==> src/rtl/vga_timing_gen_if.sv <==
// Raster-timing bundle shared between the timing generator and every
// consumer (mappers, sprite logic, VGA pin drivers).
interface vga_timing_gen_if;
    logic [9:0] DrawX;
    logic [9:0] DrawY;
    logic       blank;
    logic       hs;
    logic       vs;
    logic       hs_d;
    logic       vs_d;
    logic       blank_d;
    logic       frame_start;
    logic       line_start;

    modport master (
        output DrawX, DrawY, blank, hs, vs, hs_d, vs_d, blank_d,
               frame_start, line_start
    );

    modport slave (
        input  DrawX, DrawY, blank, hs, vs, hs_d, vs_d, blank_d,
               frame_start, line_start
    );
endinterface

==> src/rtl/vga_timing_gen.sv <==
// Free-running VGA raster generator: pixel/line counters, sync and blank
// decode, start strobes, and a delay line that aligns sync with mapper RGB.
module vga_timing_gen #(
    parameter int   H_VISIBLE  = 640,
    parameter int   H_FP       = 16,
    parameter int   H_SYNC     = 96,
    parameter int   H_BP       = 48,
    parameter int   V_VISIBLE  = 480,
    parameter int   V_FP       = 10,
    parameter int   V_SYNC     = 2,
    parameter int   V_BP       = 33,
    parameter logic SYNC_POL   = 1'b0,
    parameter int   PIPE_DELAY = 2
) (
    input  logic              vga_clk,
    input  logic              reset,
    vga_timing_gen_if.master  vga
);

    localparam int H_TOTAL = H_VISIBLE + H_FP + H_SYNC + H_BP;
    localparam int V_TOTAL = V_VISIBLE + V_FP + V_SYNC + V_BP;

    localparam logic [9:0]  H_LAST   = 10'(H_TOTAL - 1);
    localparam logic [9:0]  V_LAST   = 10'(V_TOTAL - 1);
    localparam logic [10:0] H_VIS    = 11'(H_VISIBLE);
    localparam logic [10:0] V_VIS    = 11'(V_VISIBLE);
    localparam logic [10:0] HS_START = 11'(H_VISIBLE + H_FP);
    localparam logic [10:0] HS_END   = 11'(H_VISIBLE + H_FP + H_SYNC);
    localparam logic [10:0] VS_START = 11'(V_VISIBLE + V_FP);
    localparam logic [10:0] VS_END   = 11'(V_VISIBLE + V_FP + V_SYNC);

    logic [9:0] hc;
    logic [9:0] vc;
    logic [9:0] hc_next;
    logic [9:0] vc_next;
    logic       running;
    logic       blank;
    logic       hs;
    logic       vs;
    logic       frame_start;
    logic       line_start;
    logic [PIPE_DELAY-1:0][2:0] pipe;

    // The first edge after reset presents (0,0) with live decode, so the
    // counters hold at zero until the running flag is set.
    always_comb begin
        hc_next = '0;
        vc_next = '0;
        if (running) begin
            if (hc == H_LAST) begin
                hc_next = '0;
                vc_next = (vc == V_LAST) ? 10'd0 : vc + 10'd1;
            end else begin
                hc_next = hc + 10'd1;
                vc_next = vc;
            end
        end
    end

    always_ff @(posedge vga_clk) begin
        if (reset) begin
            running     <= 1'b0;
            hc          <= '0;
            vc          <= '0;
            blank       <= 1'b0;
            hs          <= ~SYNC_POL;
            vs          <= ~SYNC_POL;
            frame_start <= 1'b0;
            line_start  <= 1'b0;
        end else begin
            running     <= 1'b1;
            hc          <= hc_next;
            vc          <= vc_next;
            blank       <= ({1'b0, hc_next} < H_VIS) && ({1'b0, vc_next} < V_VIS);
            hs          <= (({1'b0, hc_next} >= HS_START) && ({1'b0, hc_next} < HS_END))
                           ? SYNC_POL : ~SYNC_POL;
            vs          <= (({1'b0, vc_next} >= VS_START) && ({1'b0, vc_next} < VS_END))
                           ? SYNC_POL : ~SYNC_POL;
            frame_start <= (hc_next == 10'd0) && (vc_next == 10'd0);
            line_start  <= (hc_next == 10'd0);
        end
    end

    // Delay line carrying {hs, vs, blank}; stage PIPE_DELAY-1 feeds the pins.
    always_ff @(posedge vga_clk) begin
        if (reset) begin
            for (int i = 0; i < PIPE_DELAY; i++) begin
                pipe[i] <= {~SYNC_POL, ~SYNC_POL, 1'b0};
            end
        end else begin
            pipe[0] <= {hs, vs, blank};
            for (int i = 1; i < PIPE_DELAY; i++) begin
                pipe[i] <= pipe[i-1];
            end
        end
    end

    assign vga.DrawX       = hc;
    assign vga.DrawY       = vc;
    assign vga.blank       = blank;
    assign vga.hs          = hs;
    assign vga.vs          = vs;
    assign vga.frame_start = frame_start;
    assign vga.line_start  = line_start;
    assign vga.hs_d        = pipe[PIPE_DELAY-1][2];
    assign vga.vs_d        = pipe[PIPE_DELAY-1][1];
    assign vga.blank_d     = pipe[PIPE_DELAY-1][0];

endmodule

==> src/flat_wrapper.sv <==
// flat-port wrapper written by rule: the top's interface ports become plain ports
module vga_timing_gen_flat 
#(
    parameter int   H_VISIBLE  = 640,
    parameter int   H_FP       = 16,
    parameter int   H_SYNC     = 96,
    parameter int   H_BP       = 48,
    parameter int   V_VISIBLE  = 480,
    parameter int   V_FP       = 10,
    parameter int   V_SYNC     = 2,
    parameter int   V_BP       = 33,
    parameter logic SYNC_POL   = 1'b0,
    parameter int   PIPE_DELAY = 2
)
  (vga_clk, reset, vga_DrawX, vga_DrawY, vga_blank, vga_hs, vga_vs, vga_hs_d, vga_vs_d, vga_blank_d, vga_frame_start, vga_line_start);
  vga_timing_gen_if vga_i ();
  input  logic vga_clk;
  input  logic reset;
  output wire logic [$bits(vga_i.DrawX)-1:0] vga_DrawX;
  output wire logic [$bits(vga_i.DrawY)-1:0] vga_DrawY;
  output wire logic [$bits(vga_i.blank)-1:0] vga_blank;
  output wire logic [$bits(vga_i.hs)-1:0] vga_hs;
  output wire logic [$bits(vga_i.vs)-1:0] vga_vs;
  output wire logic [$bits(vga_i.hs_d)-1:0] vga_hs_d;
  output wire logic [$bits(vga_i.vs_d)-1:0] vga_vs_d;
  output wire logic [$bits(vga_i.blank_d)-1:0] vga_blank_d;
  output wire logic [$bits(vga_i.frame_start)-1:0] vga_frame_start;
  output wire logic [$bits(vga_i.line_start)-1:0] vga_line_start;
  assign vga_DrawX = vga_i.DrawX;
  assign vga_DrawY = vga_i.DrawY;
  assign vga_blank = vga_i.blank;
  assign vga_hs = vga_i.hs;
  assign vga_vs = vga_i.vs;
  assign vga_hs_d = vga_i.hs_d;
  assign vga_vs_d = vga_i.vs_d;
  assign vga_blank_d = vga_i.blank_d;
  assign vga_frame_start = vga_i.frame_start;
  assign vga_line_start = vga_i.line_start;
  vga_timing_gen #(.H_VISIBLE(H_VISIBLE), .H_FP(H_FP), .H_SYNC(H_SYNC), .H_BP(H_BP), .V_VISIBLE(V_VISIBLE), .V_FP(V_FP), .V_SYNC(V_SYNC), .V_BP(V_BP), .SYNC_POL(SYNC_POL), .PIPE_DELAY(PIPE_DELAY)) u_core (.vga_clk(vga_clk), .reset(reset), .vga(vga_i));
endmodule
==> config.mk <==
export PLATFORM = sky130hd
export DESIGN_NAME = vga_timing_gen_flat
export DESIGN_NICKNAME = d
export VERILOG_FILES = /design/src/rtl/vga_timing_gen_if.sv /design/src/rtl/vga_timing_gen.sv /design/src/flat_wrapper.sv
export SDC_FILE = /design/constraint.sdc
export NUM_CORES = 1
export LEC_CHECK = 0
export BUFFER_PORTS_ARGS = -buffer_cell sky130_fd_sc_hd__buf_2
export CORE_UTILIZATION = 50
export CTS_BUF_LIST = sky130_fd_sc_hd__clkbuf_4 sky130_fd_sc_hd__clkbuf_8 sky130_fd_sc_hd__clkbuf_16
export CTS_CLUSTER_DIAMETER = 80
export DETAILED_ROUTE_END_ITERATION = 10
export PLACE_DENSITY = 0.75
export SLEW_MARGIN = 25
export SYNTH_ARGS = -nofsm -noshare
export SYNTH_HDL_FRONTEND = slang
export SYNTH_SLANG_ARGS = --single-unit
==> constraint.sdc <==
create_clock -name vga_clk -period 2.2 [get_ports vga_clk]
set_input_delay 0.44 -clock vga_clk [delete_from_list [all_inputs] [get_ports vga_clk]]
set_output_delay 0.44 -clock vga_clk [all_outputs]
set_load 0.005 [all_outputs]
* Word level (Yosys, flattened, before mapping)
Index checks and enable logic that the tools add are counted.
** Storage, ports and cells
- Flip-flop bits (word level) :: 32
- Bits of input ports :: 2
- Word-level logic and storage cells :: 34
** Cells by class
- Add/subtract/negate cells :: 2
- $lt $le $gt $ge :: 6
- Equal/unequal tests :: 2
- Mux-type cells :: 8
- Reductions and logical operators :: 6
** Operators by type and width (number)
- $mux 10 :: 5
- $add 10x1->10 const B :: 2
- $eq 10x10->1 const B :: 2
- $logic_not 10->1 :: 2
- $lt 10x10->1 const B :: 2
- $lt 10x9->1 const B :: 2
- $ge 10x10->1 const B :: 1
- $ge 10x9->1 const B :: 1
- $logic_and 1x1->1 :: 4
- $mux 1 :: 3

* Logic depth before layout (Yosys ltp)
Gate-level depths: netlist of run 1.
- Depth in word-level cells :: 7
- Mapped depth :: 9

* Worst setup path before layout of run 1
No wires, ideal clock.
- Path kind :: register to register
- Start :: register u_core.hc[1] (netlist: u_core.vga.DrawX[1])
- End :: register u_core.frame_start (netlist: u_core.vga.frame_start)
- Library setup time :: 0.059 ns
- Arrival :: 2.045 ns
- Required time :: 2.141 ns
- Slack :: 0.096 ns
- Cell stages (with the launch flop) :: 10
- Buffers on the path :: 2
- Period minus slack after synthesis :: 2.104 ns
- Cells stage by stage :: dfxtp_1 ha_1 buf_4 nand4_1 or3_4 buf_6 nor3_4 xnor2_1 and4_4 o211a_1
** On the way
- Cells in the longest elaborated chain, start to end :: 5
** Ends and longest elaborated chain
- start, declared :: RTL line vga_timing_gen.sv:32 : logic [9:0] hc;
- start signal, assigned :: RTL line vga_timing_gen.sv:72 : hc <= hc_next;
- $add 10x1->10 / $eq 10x10->1 (equally long branches) :: RTL line vga_timing_gen.sv:54, vga_timing_gen.sv:50
- $mux 10 :: RTL line vga_timing_gen.sv:50 : if (hc == H_LAST) begin
- $mux 10 :: RTL line vga_timing_gen.sv:49 : if (running) begin
- $logic_not 10->1 :: RTL line vga_timing_gen.sv:79 : frame_start <= (hc_next == 10'd0) && (vc_next == 10'd0);
- $logic_and 1x1->1 (*) :: RTL line vga_timing_gen.sv:79
- end signal, assigned :: RTL line vga_timing_gen.sv:79
- end, declared :: RTL line vga_timing_gen.sv:40 : logic frame_start;
Every way passes the cells marked *; elsewhere a longest branch is shown, timed or not.
A chain may end at the register's enable or synchronous reset.

* Worst setup path in the final report of run 1
- Start :: register u_core.hc[0] (netlist: u_core.vga.DrawX[0])
- End :: register u_core.frame_start (netlist: u_core.vga.frame_start)
Same word-level chain as after synthesis.

==> results of run 1 <==
==> cell usage after synthesis, drive strengths merged (3+ instances only) <==
cell type  number  area share, %
a21oi           6            1.7
buf             9            5.1
inv             8            1.7
nor2           31            6.8
xnor2          14            7.1
dfxtp          32             37
nor4            5            3.1
nand2          16            3.5
ha              3            2.2
nand4           5            1.8
nor2b           5            1.8
or2             5            1.8
xor2            6            3.1
nor3           11            3.8
and2            3            1.2
and3            5            1.9
o2111ai         3            1.5
nand3           8            2.3
o21ai           4            1.2
==> metrics by stage <==
| stage | setup TNS (ns) | hold slack [ns] | power (W) | instances | worst slack [ns] |
|---|---|---|---|---|---|
| finish | 0 | 0.391 | 0.00107 | 288 | 0.110 |
| global route | -0.0126 | 0.387 | 0.00112 | 288 | -0.0126 |
| CTS | 0 | 0.383 | 0.00108 | 282 | 0.108 |
| detailed placement | 0 | 0.396 | 0.000638 | 274 | 0.130 |
| global placement | 0 | 0.394 | 0.000638 | 274 | 0.149 |
| floorplan | 0 | 0.389 | 0.000624 | 200 | 0.0964 |
==> layer usage <==
layer | track usage [%] | vias to the layer above
li1 | - | 778
met1 | 33.5 | 681
met2 | 31.9 | 65
met3 | 6.40 | 4
met4 | 8.77 | 0
met5 | 0 | -
==> final timing paths <==
| path | to | slack (ns) | depth (start not counted) |
|---|---|---|---|
| setup / recovery | u_core.vga.frame_start$_SDFF_PP0_ | 0.11 | 7 |
| hold / removal | u_core.vga.blank_d$_SDFF_PP0_ | 0.39 | 2 |
| setup reg to reg | u_core.vga.frame_start$_SDFF_PP0_ | 0.11 | 7 |
| hold reg to reg | u_core.vga.vs_d$_SDFF_PP1_ | 0.42 | 1 |
==> power by group through the flow <==
stage / clock network [W] / logic [W] / registers, W
after floorplan: 0 / 0.0000189 / 0.000606
after global placement: 0 / 0.0000335 / 0.000604
after detailed placement: 0 / 0.0000336 / 0.000604
after CTS: 0.000457 / 0.0000340 / 0.000591
after global routing: 0.000491 / 0.0000392 / 0.000593
final: 0.000443 / 0.0000341 / 0.000591
==> cells by family (layout without fill, tap and decap cells) <==
logic type / count (synthesis) / after routing
flops: 32 / 32
buf+inv: 19 / 63
mux: 1 / 1
xor+xnor: 20 / 20
simple gates: 102 / 102
fa+ha+maj: 3 / 3
compound gates: 23 / 23
==> timing repair <==
action                                  CTS  global route
resized for setup                         0             6
setup buffers                             0             6
endpoints found under the setup margin    0             1
==> area by class of cell <==
type	instances	share of cell area [%]
clock inverters	3	2.07
inverters	8	1.46
well taps	44	2.67
flip-flops and latches	32	31.3
clock buffers	5	1.82
multi-input cells	149	47.1
repair buffers	47	13.6
==> flip-flops by register name, indices dropped and copies added, names as in the netlist <==
register                count
u_core.vga.line_start       1
u_core.vga.vs               1
u_core.vga.DrawY           10
u_core.vga.blank            1
u_core.vga.DrawX           10
u_core.vga.hs_d             1
u_core.vga.frame_start      1
u_core.running              1
u_core.vga.vs_d             1
u_core.pipe                 3
u_core.vga.hs               1
u_core.vga.blank_d          1
==> worst reg2reg max path: stages (launching register included) <==
cell     delay (ns)
dfxtp_2        0.34
ha_2           0.17
nand4_1        0.19
or3_4          0.50
nor4_4         0.28
xnor2_1        0.12
and4_4         0.19
o211a_1        0.20
==> insert_results.sql, run 1 <==
INSERT INTO impl_metrics (metric_group, metric, value, unit) VALUES
('synth', 'syn_inst', '200', ''),
('pwr', 'share_seq_of_total_power', '55.3', '%'),
('setup_path', 'worst_setup_path_startpoint', 'u_core.vga.DrawX[0]$_SDFF_PP0_', ''),
('final_layout', 'total_inserted_antenna_cells', '0', ''),
('setup_path', 'critical_path.cell_chain', 'ha_2 > nand4_1 > or3_4 > nor4_4 > xnor2_1 > and4_4 > o211a_1', ''),
('drt', 'detail_route.wl_per_cell', '12.8', 'µm'),
('global_route', 'grt_start_max_net_pins', '13', ''),
('pwr', 'net-switching-power', '0.000231', 'W'),
('pwr', 'switching_share', '21.6', '%'),
('synth', 'synth.mux.area_fraction', '0.581', '%'),
('floorplan', 'initial_core_util', '54.6', '%'),
('drt', 'total_routed_length', '3.68', 'mm'),
('setup_path', 'critPathArrivalTime', '2.33', 'ns'),
('synth', 'synthesis.yosys.warnings', '0', ''),
('floorplan', 'io_pins', '30', ''),
('setup_path', 'timing.critical_path.to_type', 'flop', ''),
('drt', 'dr.max_layer_used', 'met4', ''),
('setup_path', 'critical_path.reg2reg.startpoint', 'u_core.vga.DrawX[0]$_SDFF_PP0_', ''),
('drt', 'drc_errors', '0', ''),
('sta', 'max_slew_headroom_at_the_worst_pin', '69.1', '%'),
('drt', 'via_count', '1528', ''),
('floorplan', 'die_w', '60.7', 'µm'),
('sta', 'final_min_period_over_clock_period', '95.0', '%'),
('global_route', 'gr-usage-all-layers', '22.9', '%'),
('global_route', 'grt.overflow.total', '0', ''),
('final_layout', 'layout.core_utilization', '65.3', '%'),
('pwr', 'cellLeakagePower', '0.837', 'nW'),
('synth', 'synthesis.nets', '205', ''),
('pwr', 'power.ir.vdd_worst', '0.312', 'mV'),
('placed_design', 'gp_congestion', '0.981', ''),
('drt', 'viasPerCell', '5.31', ''),
('global_route', 'grt_pass1_vias', '1277', ''),
('floorplan', 'number_of_standard_cell_rows_in_the_floorplan', '20', ''),
('placed_design', 'place_hpwl', '2.69', 'mm'),
('synth', 'post_synth_num_cell_types', '47', ''),
('synth', 'synthSimpleGateAreaFrac', '33.3', '%'),
('synth', 'largest_family_of_logic_cells_by_synthesized_area', 'simple AND/OR/NAND/NOR gates', ''),
('cts', 'clock_latency_on_the_worst_skew_pair', '0.34', 'ns'),
('synth', 'synthXorXnorAreaFrac', '10.2', '%'),
('sta', 'tightestPinTransition', '0.457', 'ns'),
('setup_path', 'worst-setup-path-type', 'flop to flop', ''),
('cts', 'cts-root-to-sink-buffers', '2', ''),
('final_layout', 'final_cell_mix', 'nor2_1, buf_2, dfxtp_1, buf_4, nand2_1', ''),
('synth', 'ys_async_sr_fraction', '0', '%'),
('sta', 'fin_worst_skew', '0.00633', 'ns'),
('min_path', 'min_from', 'reset', ''),
('synth', 'yosys.area_share.adder', '2.18', '%'),
('final_layout', 'post_route_cells_drive_above_1_share', '30.3', '%'),
('sta', 'timing.final.hold_violations', '0', ''),
('pwr', 'power.density', '519', 'mW/mm²'),
('placed_design', 'count_of_buffers_from_port_buffering', '29', ''),
('synth', 'yosysSeqAreaShare', '37.2', '%'),
('setup_path', 'worst_ep_required_time', '2.44', 'ns'),
('setup_path', 'timing.critical_path.from_type', 'flop', ''),
('drt', 'routed-wl-met3', '329', 'µm'),
('pwr', 'share_of_power_burned_in_the_clock_network', '41.5', '%'),
('final_layout', 'flow.area_growth_from_synthesis', '19.5', '%'),
('sta', 'timing.final.setup_violations', '0', ''),
('setup_path', 'cpMaxStageDelayCell', 'or3_4', ''),
('sta', 'maxSlewViolCount', '0', ''),
('setup_path', 'worst_path_largest_cell_delay', '0.50', 'ns'),
('final_layout', 'fillerInstances', '263', ''),
('final_layout', 'seq_area', '644', 'µm²'),
('cts', 'cts_hold_repair.buffers', '0', ''),
('placed_design', 'place_area', '0.00192', 'mm²'),
('setup_path', 'critical_path.n_buffers_inverters', '0', ''),
('synth', 'synth_top_flop_cell', 'dfxtp_1', ''),
('status', 'outcome', 'finished, final reports clean', ''),
('synth', 'synth_compound_area_share', '9.30', '%'),
('setup_path', 'crit_path_max_fanout', '8', ''),
('setup_path', 'path_delay_family', 'simple AND/OR/NAND/NOR gates', '');
No activity file was read; power rests on OpenSTA's default activity.
==> run 2: changes to the inputs <==
Clock period 2.2 ns to 1.65 ns, I/O delays scaled along.
==> run 2 against run 1 <==
  * Cell area rose by 35%
  * Routed wire length is 75% higher
  * Final cell count increased by 17%
  * The run now ends with setup timing left
  * First-iteration DRC count increased by 67%
  * Setup slack worse by 0.55 ns
  * Total power increased by 25%
  * Critical path depth up 1
  * Sequential cell count stayed put
  * Register-to-register slack lost 0.55 ns
  * Maximum frequency down 0.12%
==> insert_results.sql, run 2 (same netlist as run 1, synthesis figures left out) <==
INSERT INTO impl_metrics (metric_group, metric, value, unit) VALUES
('status', 'outcome', 'finished, violations left', ''),
('floorplan', 'initial_core_util', '54.6', '%'),
('global_route', 'gr-usage-all-layers', '31.8', '%'),
('drt', 'route.antenna.remaining_nets', '0', ''),
('min_path', 'min_from', 'reset', ''),
('pwr', 'finalPower', '0.00134', 'W'),
('global_route', 'antenna_found_initial', '0', ''),
('cts', 'cts-root-to-sink-buffers', '2', ''),
('floorplan', 'coreArea', '0.00315', 'mm²'),
('floorplan', 'die_height', '60.7', 'µm'),
('final_layout', 'post_route_cells_drive_above_1_share', '56.8', '%'),
('sta', 'fin_worst_skew', '0.00941', 'ns'),
('floorplan', 'number_of_standard_cell_rows_in_the_floorplan', '20', ''),
('sta', 'tightestPinTransition', '0.704', 'ns'),
('placed_design', 'place_hpwl', '3.44', 'mm'),
('cts', 'cts_hold_repair.buffers', '0', ''),
('sta', 'timing.final.setup_violations', '22', ''),
('status', 'violated_checks', 'setup timing', ''),
('pwr', 'cellLeakagePower', '1.17', 'nW'),
('placed_design', 'gp_congestion', '0.881', ''),
('min_path', 'worstHoldPathType', 'input port to flop', ''),
('pwr', 'power.density', '483', 'mW/mm²'),
('floorplan', 'die_w', '60.7', 'µm'),
('final_layout', 'layout_commonest_cell', 'buf_4', ''),
('setup_path', 'timing.reg2reg.worst_path_depth', '8', ''),
('setup_path', 'worst-setup-path-type', 'flop to flop', ''),
('placed_design', 'place.detailed.instances', '320', ''),
('final_layout', 'total_inserted_antenna_cells', '0', ''),
('global_route', 'met3_track_demand_over_resource', '7.04', '%'),
('floorplan', 'io_pins', '30', ''),
('sta', 'maxSlewViolCount', '0', ''),
('sta', 'grt_setup_unrepaired', 'true', ''),
('setup_path', 'worstSetupEndpoint', 'u_core.vga.frame_start$_SDFF_PP0_', ''),
('setup_path', 'critical_path.cell_chain', 'buf_4 > nand4_1 > buf_4 > nor2_1 > nor4_1 > o2111ai_2 > a311oi_2 > o211a_1', ''),
('global_route', 'grt.met2_usage', '53.7', '%'),
('final_layout', 'instances_no_fill', '338', ''),
('drt', 'drt_pre_antenna_iters', '5', ''),
('final_layout', 'layout.core_utilization', '88.0', '%'),
('setup_path', 'most_used_cell_along_the_critical_path', 'buf_4', ''),
('cts', 'clock_latency_on_the_worst_skew_pair', '0.35', 'ns'),
('run', 'max_cap_viols', '0', ''),
('sta', 'setup-tns-final', '-4.82', 'ns'),
('global_route', 'global_route.peak_usage_layer', 'met2', ''),
('cts', 'num_cts_buffers', '5', ''),
('sta', 'clock.fmax', '478', 'MHz'),
('global_route', 'grt.overflow.total', '0', ''),
('drt', 'total_routed_length', '6.45', 'mm'),
('drt', 'detail_route.wl_per_cell', '19.1', 'µm'),
('drt', 'viasPerCell', '5.87', ''),
('final_layout', 'fillerInstances', '169', ''),
('setup_path', 'critical_path.reg2reg.endpoint', 'u_core.vga.frame_start$_SDFF_PP0_', ''),
('cts', 'number_of_clock_sinks', '32', ''),
('sta', 'timing.final.hold_violations', '0', ''),
('sta', 'timing.final.ws_setup', '-0.442', 'ns'),
('floorplan', 'die_area', '0.00368', 'mm²'),
('setup_path', 'critical_path.reg2reg.startpoint', 'u_core.vga.DrawX[0]$_SDFF_PP0_', ''),
('cts', 'root_buffer', 'clkbuf_4', ''),
('final_layout', 'multi_input_comb_area', '0.00127', 'mm²'),
('setup_path', 'worst_path_largest_cell_delay', '0.44', 'ns'),
('final_layout', 'final_cell_mix', 'buf_4, buf_2, dfxtp_1, nor2_1, buf_6', ''),
('global_route', 'grt_start_max_net_pins', '12', ''),
('setup_path', 'cpMaxStageDelayCell', 'nor4_1', ''),
('setup_path', 'timing.critical_path.to_type', 'flop', ''),
('global_route', 'grt_first_pass_wirelength', '8.38', 'mm'),
('global_route', 'grt_pass1_vias', '1834', ''),
('setup_path', 'crit_path_max_fanout', '4', ''),
('global_route', 'use_met1', '36.8', '%'),
('sta', 'max_slew_headroom_at_the_worst_pin', '52.4', '%'),
('setup_path', 'worst_ep_required_time', '1.95', 'ns'),
('cts', 'clkTransAtPathRegs', '0.12', 'ns'),
('cts', 'htreeDepth', '2', ''),
('sta', 'final_min_period_over_clock_period', '127', '%'),
('setup_path', 'timing.critical_path.from_type', 'flop', ''),
('final_layout', 'seq_area', '651', 'µm²'),
('drt', 'drc_errors', '0', ''),
('drt', 'initialDrtViolationCount', '169', ''),
('pwr', 'power.ir.vdd_worst', '0.480', 'mV'),
('sta', 'period_minus_slack', '2.09', 'ns'),
('setup_path', 'critPathArrivalTime', '2.39', 'ns'),
('setup_path', 'worst_setup_path_startpoint', 'u_core.vga.DrawX[0]$_SDFF_PP0_', ''),
('drt', 'via_count', '1983', ''),
('setup_path', 'worst-r2r-setup-slack', '-0.44', 'ns'),
('placed_design', 'count_of_buffers_from_port_buffering', '29', ''),
('final_layout', 'final_net_count', '298', ''),
('final_layout', 'flow.area_growth_from_synthesis', '61.0', '%'),
('cts', 'tritoncts', 'yes', '');
==> run 2: per-layer routing <==
| layer | routed length, µm | part of all wire (%) | vias to the layer above |
|---|---|---|---|
| met5 | 0 | 0 | - |
| met4 | 376 | 5.8 | 0 |
| met3 | 481 | 7.5 | 43 |
| met2 | 3170 | 49 | 112 |
| met1 | 2420 | 38 | 951 |
| li1 | - | - | 877 |
==> run 2: how the worst min path moves through the flow <==
stage / end / slack, ns / cells after the start
2_1_floorplan: u_core.vga.hs_d$_SDFF_PP1_ / 0.39 / 1
6_report: u_core.running$_DFF_P_ / 0.30 / 2
3_3_place_gp: u_core.vga.vs_d$_SDFF_PP1_ / 0.39 / 1
4_1_cts: u_core.running$_DFF_P_ / 0.29 / 2
5_1_grt: u_core.running$_DFF_P_ / 0.31 / 2
3_5_place_dp: u_core.vga.vs_d$_SDFF_PP1_ / 0.39 / 1
==> run 2: final cells by class <==
| class | instances | share of cell area [%] |
|---|---|---|
| tap | 44 | 1.98 |
| clock buffer | 5 | 1.35 |
| timing repair buffer | 97 | 25.7 |
| sequential | 32 | 23.5 |
| multi-input combinational | 149 | 45.7 |
| inverter | 8 | 1.08 |
| clock inverter | 3 | 0.677 |
==> run 2: where the power goes <==
part / internal, W / switching [W]
Combinational: 0.0000361 / 0.0000430
Clock: 0.000163 / 0.000308
Sequential: 0.000781 / 0.00000893
Total: 0.000981 / 0.000360
==> run 2: worst max-delay path: cells and delay by family (launching register included) <==
family	cells	cell delay, ns
simple gates	3	0.64
flops	1	0.38
buf+inv	2	0.30
compound gates	3	0.75
==> run 2: timing repair <==
item / 4_1_cts / 5_1_grt
setup buffers: 7 / 8
gates resized for setup: 34 / 44
endpoints found under the setup margin: 15 / 23
pin swaps: 12 / 25
==> run 2: through the flow <==
| step | cell area [µm²] | hold slack [ns] | setup WS [ns] |
|---|---|---|---|
| 6_report | 2770 | 0.301 | -0.442 |
| 5_1_grt | 2770 | 0.309 | -0.518 |
| 4_1_cts | 2550 | 0.294 | -0.252 |
| 3_5_place_dp | 2300 | 0.394 | -0.400 |
| 3_3_place_gp | 2300 | 0.391 | -0.263 |
| 2_1_floorplan | 1750 | 0.389 | -0.345 |
==> run 3: changes to the inputs <==
Settings changed: CORE_UTILIZATION 50 to 35, PLACE_DENSITY 0.75 to not set.
Clock period 1.65 ns to 1.85 ns, I/O delays scaled along.
==> run 3 against run 2 <==
  * The run still ends with setup timing left
  * Clock power rose by 23%
  * Clock skew is essentially flat
  * Routed wire length decreased by 33%
==> insert_results.sql, run 3 (same netlist as run 1, synthesis figures left out) <==
INSERT INTO impl_metrics (metric_group, metric, value, unit) VALUES
('final_layout', 'total_inserted_antenna_cells', '0', ''),
('global_route', 'grt_first_pass_wirelength', '6.88', 'mm'),
('setup_path', 'cpMaxStageDelayCell', 'a311oi_2', ''),
('final_layout', 'layout.core_utilization', '52.2', '%'),
('drt', 'viasPerCell', '4.76', ''),
('drt', 'total_routed_length', '4.29', 'mm'),
('final_layout', 'post_route_cells_drive_above_1_share', '43.0', '%'),
('min_path', 'min_from', 'u_core.pipe[1]$_SDFF_PP1_', ''),
('placed_design', 'place_area', '0.00220', 'mm²'),
('drt', 'routed-wl-met3', '120', 'µm'),
('setup_path', 'worst_ep_required_time', '2.08', 'ns'),
('sta', 'timing.final.ws_setup', '-0.0148', 'ns'),
('sta', 'setup-tns-final', '-0.0148', 'ns'),
('pwr', 'switching_share', '21.1', '%'),
('drt', 'detail_route.wirelength.met1', '2.13', 'mm'),
('pwr', 'power.ir.vdd_worst', '0.264', 'mV'),
('sta', 'fin_worst_skew', '0.00941', 'ns'),
('pwr', 'share_of_power_burned_in_the_clock_network', '43.5', '%'),
('sta', 'maxSlewViolCount', '0', ''),
('cts', 'htreeDepth', '2', ''),
('sta', 'period_minus_slack', '1.86', 'ns'),
('sta', 'max_slew_headroom_at_the_worst_pin', '77.1', '%'),
('setup_path', 'path_delay_family', 'compound AO/OA/AOI/OAI gates', ''),
('cts', 'clkTransAtPathRegs', '0.07', 'ns'),
('floorplan', 'io_pins', '30', ''),
('cts', 'num_cts_buffers', '5', ''),
('floorplan', 'number_of_standard_cell_rows_in_the_floorplan', '25', ''),
('sta', 'grt_setup_unrepaired', 'true', ''),
('placed_design', 'count_of_buffers_from_port_buffering', '29', ''),
('drt', 'detail_route.wl_per_cell', '12.7', 'µm'),
('global_route', 'antenna_found_initial', '0', ''),
('sta', 'clock.fmax', '536', 'MHz'),
('global_route', 'grt_pass1_vias', '1520', ''),
('drt', 'initialDrtViolationCount', '67', ''),
('final_layout', 'flow.area_growth_from_synthesis', '43.0', '%'),
('sta', 'final_min_period_over_clock_period', '101', '%'),
('floorplan', 'die_w', '72.2', 'µm'),
('run', 'max_cap_viols', '0', ''),
('setup_path', 'timing.critical_path.from_type', 'flop', ''),
('pwr', 'power.density', '542', 'mW/mm²'),
('setup_path', 'timing.critical_path.to_type', 'flop', ''),
('placed_design', 'place.detailed.instances', '327', ''),
('drt', 'drt_pre_antenna_iters', '4', ''),
('drt', 'route.antenna.remaining_nets', '0', ''),
('cts', 'cts_hold_repair.buffers', '0', ''),
('final_layout', 'post-route-cell-area', '0.00246', 'mm²'),
('drt', 'dr.max_layer_used', 'met4', ''),
('cts', 'clock_latency_on_the_worst_skew_pair', '0.28', 'ns'),
('pwr', 'net-switching-power', '0.000281', 'W'),
('global_route', 'grt.overflow.total', '0', ''),
('sta', 'timing.final.hold_violations', '0', ''),
('floorplan', 'die_height', '72.2', 'µm'),
('status', 'violated_checks', 'setup timing', ''),
('setup_path', 'critPathArrivalTime', '2.09', 'ns'),
('cts', 'number_of_clock_sinks', '32', ''),
('placed_design', 'place_hpwl', '3.20', 'mm'),
('placed_design', 'gp_congestion', '0.932', ''),
('setup_path', 'worst_path_largest_cell_delay', '0.36', 'ns'),
('global_route', 'gr-usage-all-layers', '17.1', '%'),
('setup_path', 'worst_setup_path_startpoint', 'u_core.vga.DrawX[0]$_SDFF_PP0_', ''),
('setup_path', 'worst-setup-path-type', 'flop to flop', ''),
('final_layout', 'layout_commonest_cell', 'buf_4', ''),
('sta', 'holdWs', '0.407', 'ns'),
('floorplan', 'coreArea', '0.00472', 'mm²'),
('pwr', 'share_seq_of_total_power', '52.7', '%'),
('drt', 'drc_errors', '0', ''),
('global_route', 'grt_start_max_net_pins', '12', ''),
('sta', 'timing.final.setup_violations', '1', ''),
('min_path', 'worstHoldPathType', 'flop to flop', ''),
('setup_path', 'critical_path.reg2reg.startpoint', 'u_core.vga.DrawX[0]$_SDFF_PP0_', ''),
('pwr', 'comb_power_share', '3.8', '%'),
('setup_path', 'critical_path.cell_chain', 'ha_4 > buf_6 > xnor2_2 > nand2_2 > o31ai_4 > o2111ai_2 > a311oi_2 > o211a_1', ''),
('status', 'outcome', 'finished, violations left', ''),
('floorplan', 'initial_core_util', '36.5', '%'),
('pwr', 'internal-power', '0.00105', 'W'),
('final_layout', 'instances_no_fill', '339', ''),
('setup_path', 'crit_path_max_fanout', '8', ''),
('drt', 'detailroute.wirelength.met2', '2.01', 'mm'),
('cts', 'cts-root-to-sink-buffers', '2', ''),
('pwr', 'cellLeakagePower', '1.03', 'nW'),
('sta', 'tightestPinTransition', '0.340', 'ns'),
('drt', 'via_count', '1614', ''),
('floorplan', 'die_area', '0.00521', 'mm²'),
('final_layout', 'final_net_count', '276', ''),
('cts', 'tritoncts', 'yes', ''),
('final_layout', 'final_cell_mix', 'buf_4, nor2_1, dfxtp_1, buf_2, nand2_1', ''),
('cts', 'root_buffer', 'clkbuf_8', ''),
('setup_path', 'critical_path.n_buffers_inverters', '1', '');
## run 3: routing by layer
layer | vias to the layer above | track usage (%)
met4 | 0 | 6.10
met3 | 4 | 3.33
li1 | 834 | -
met5 | - | 0
met1 | 749 | 24.2
met2 | 27 | 26.0
## run 3: layout make-up
| class | count | area (µm²) |
|---|---|---|
| clock buffers | 8 | 97.6 |
| fillers | 446 | 2260 |
| inverters | 8 | 30.0 |
| multi-input cells | 149 | 1100 |
| flip-flops and latches | 32 | 648 |
| well taps | 67 | 83.8 |
| repair buffers | 75 | 502 |
## run 3: power by group through the flow
stage,Sequential [W],Combinational [W],Clock [W]
after floorplan,0.000720,0.0000234,0
after global placement,0.000719,0.0000450,0
after detailed placement,0.000719,0.0000456,0
after CTS,0.000704,0.0000469,0.000594
after global routing,0.000704,0.0000564,0.000632
final,0.000704,0.0000508,0.000581
## run 3: timing repair
action,in CTS,in global routing
endpoints found under the hold margin,0,0
gates resized for setup,7,18
setup endpoints to repair,3,7
pin swaps,3,9
setup buffers,0,4
## run 3: path summary, 6_finish.rpt
| check | end | slack [ns] | cells after the start |
|---|---|---|---|
| max reg2reg | u_core.vga.frame_start$_SDFF_PP0_ | -0.01 | 8 |
| max | u_core.vga.frame_start$_SDFF_PP0_ | -0.01 | 8 |
| min reg2reg | u_core.vga.vs_d$_SDFF_PP1_ | 0.41 | 1 |
| min | u_core.vga.vs_d$_SDFF_PP1_ | 0.41 | 1 |
## run 3: per-stage QoR
step | total power [W] | setup slack (ns)
3_3_place_gp | 0.000764 | -0.0629
6_report | 0.00133 | -0.0148
2_1_floorplan | 0.000743 | -0.145
4_1_cts | 0.00134 | -0.00965
3_5_place_dp | 0.000765 | -0.120
5_1_grt | 0.00139 | -0.121
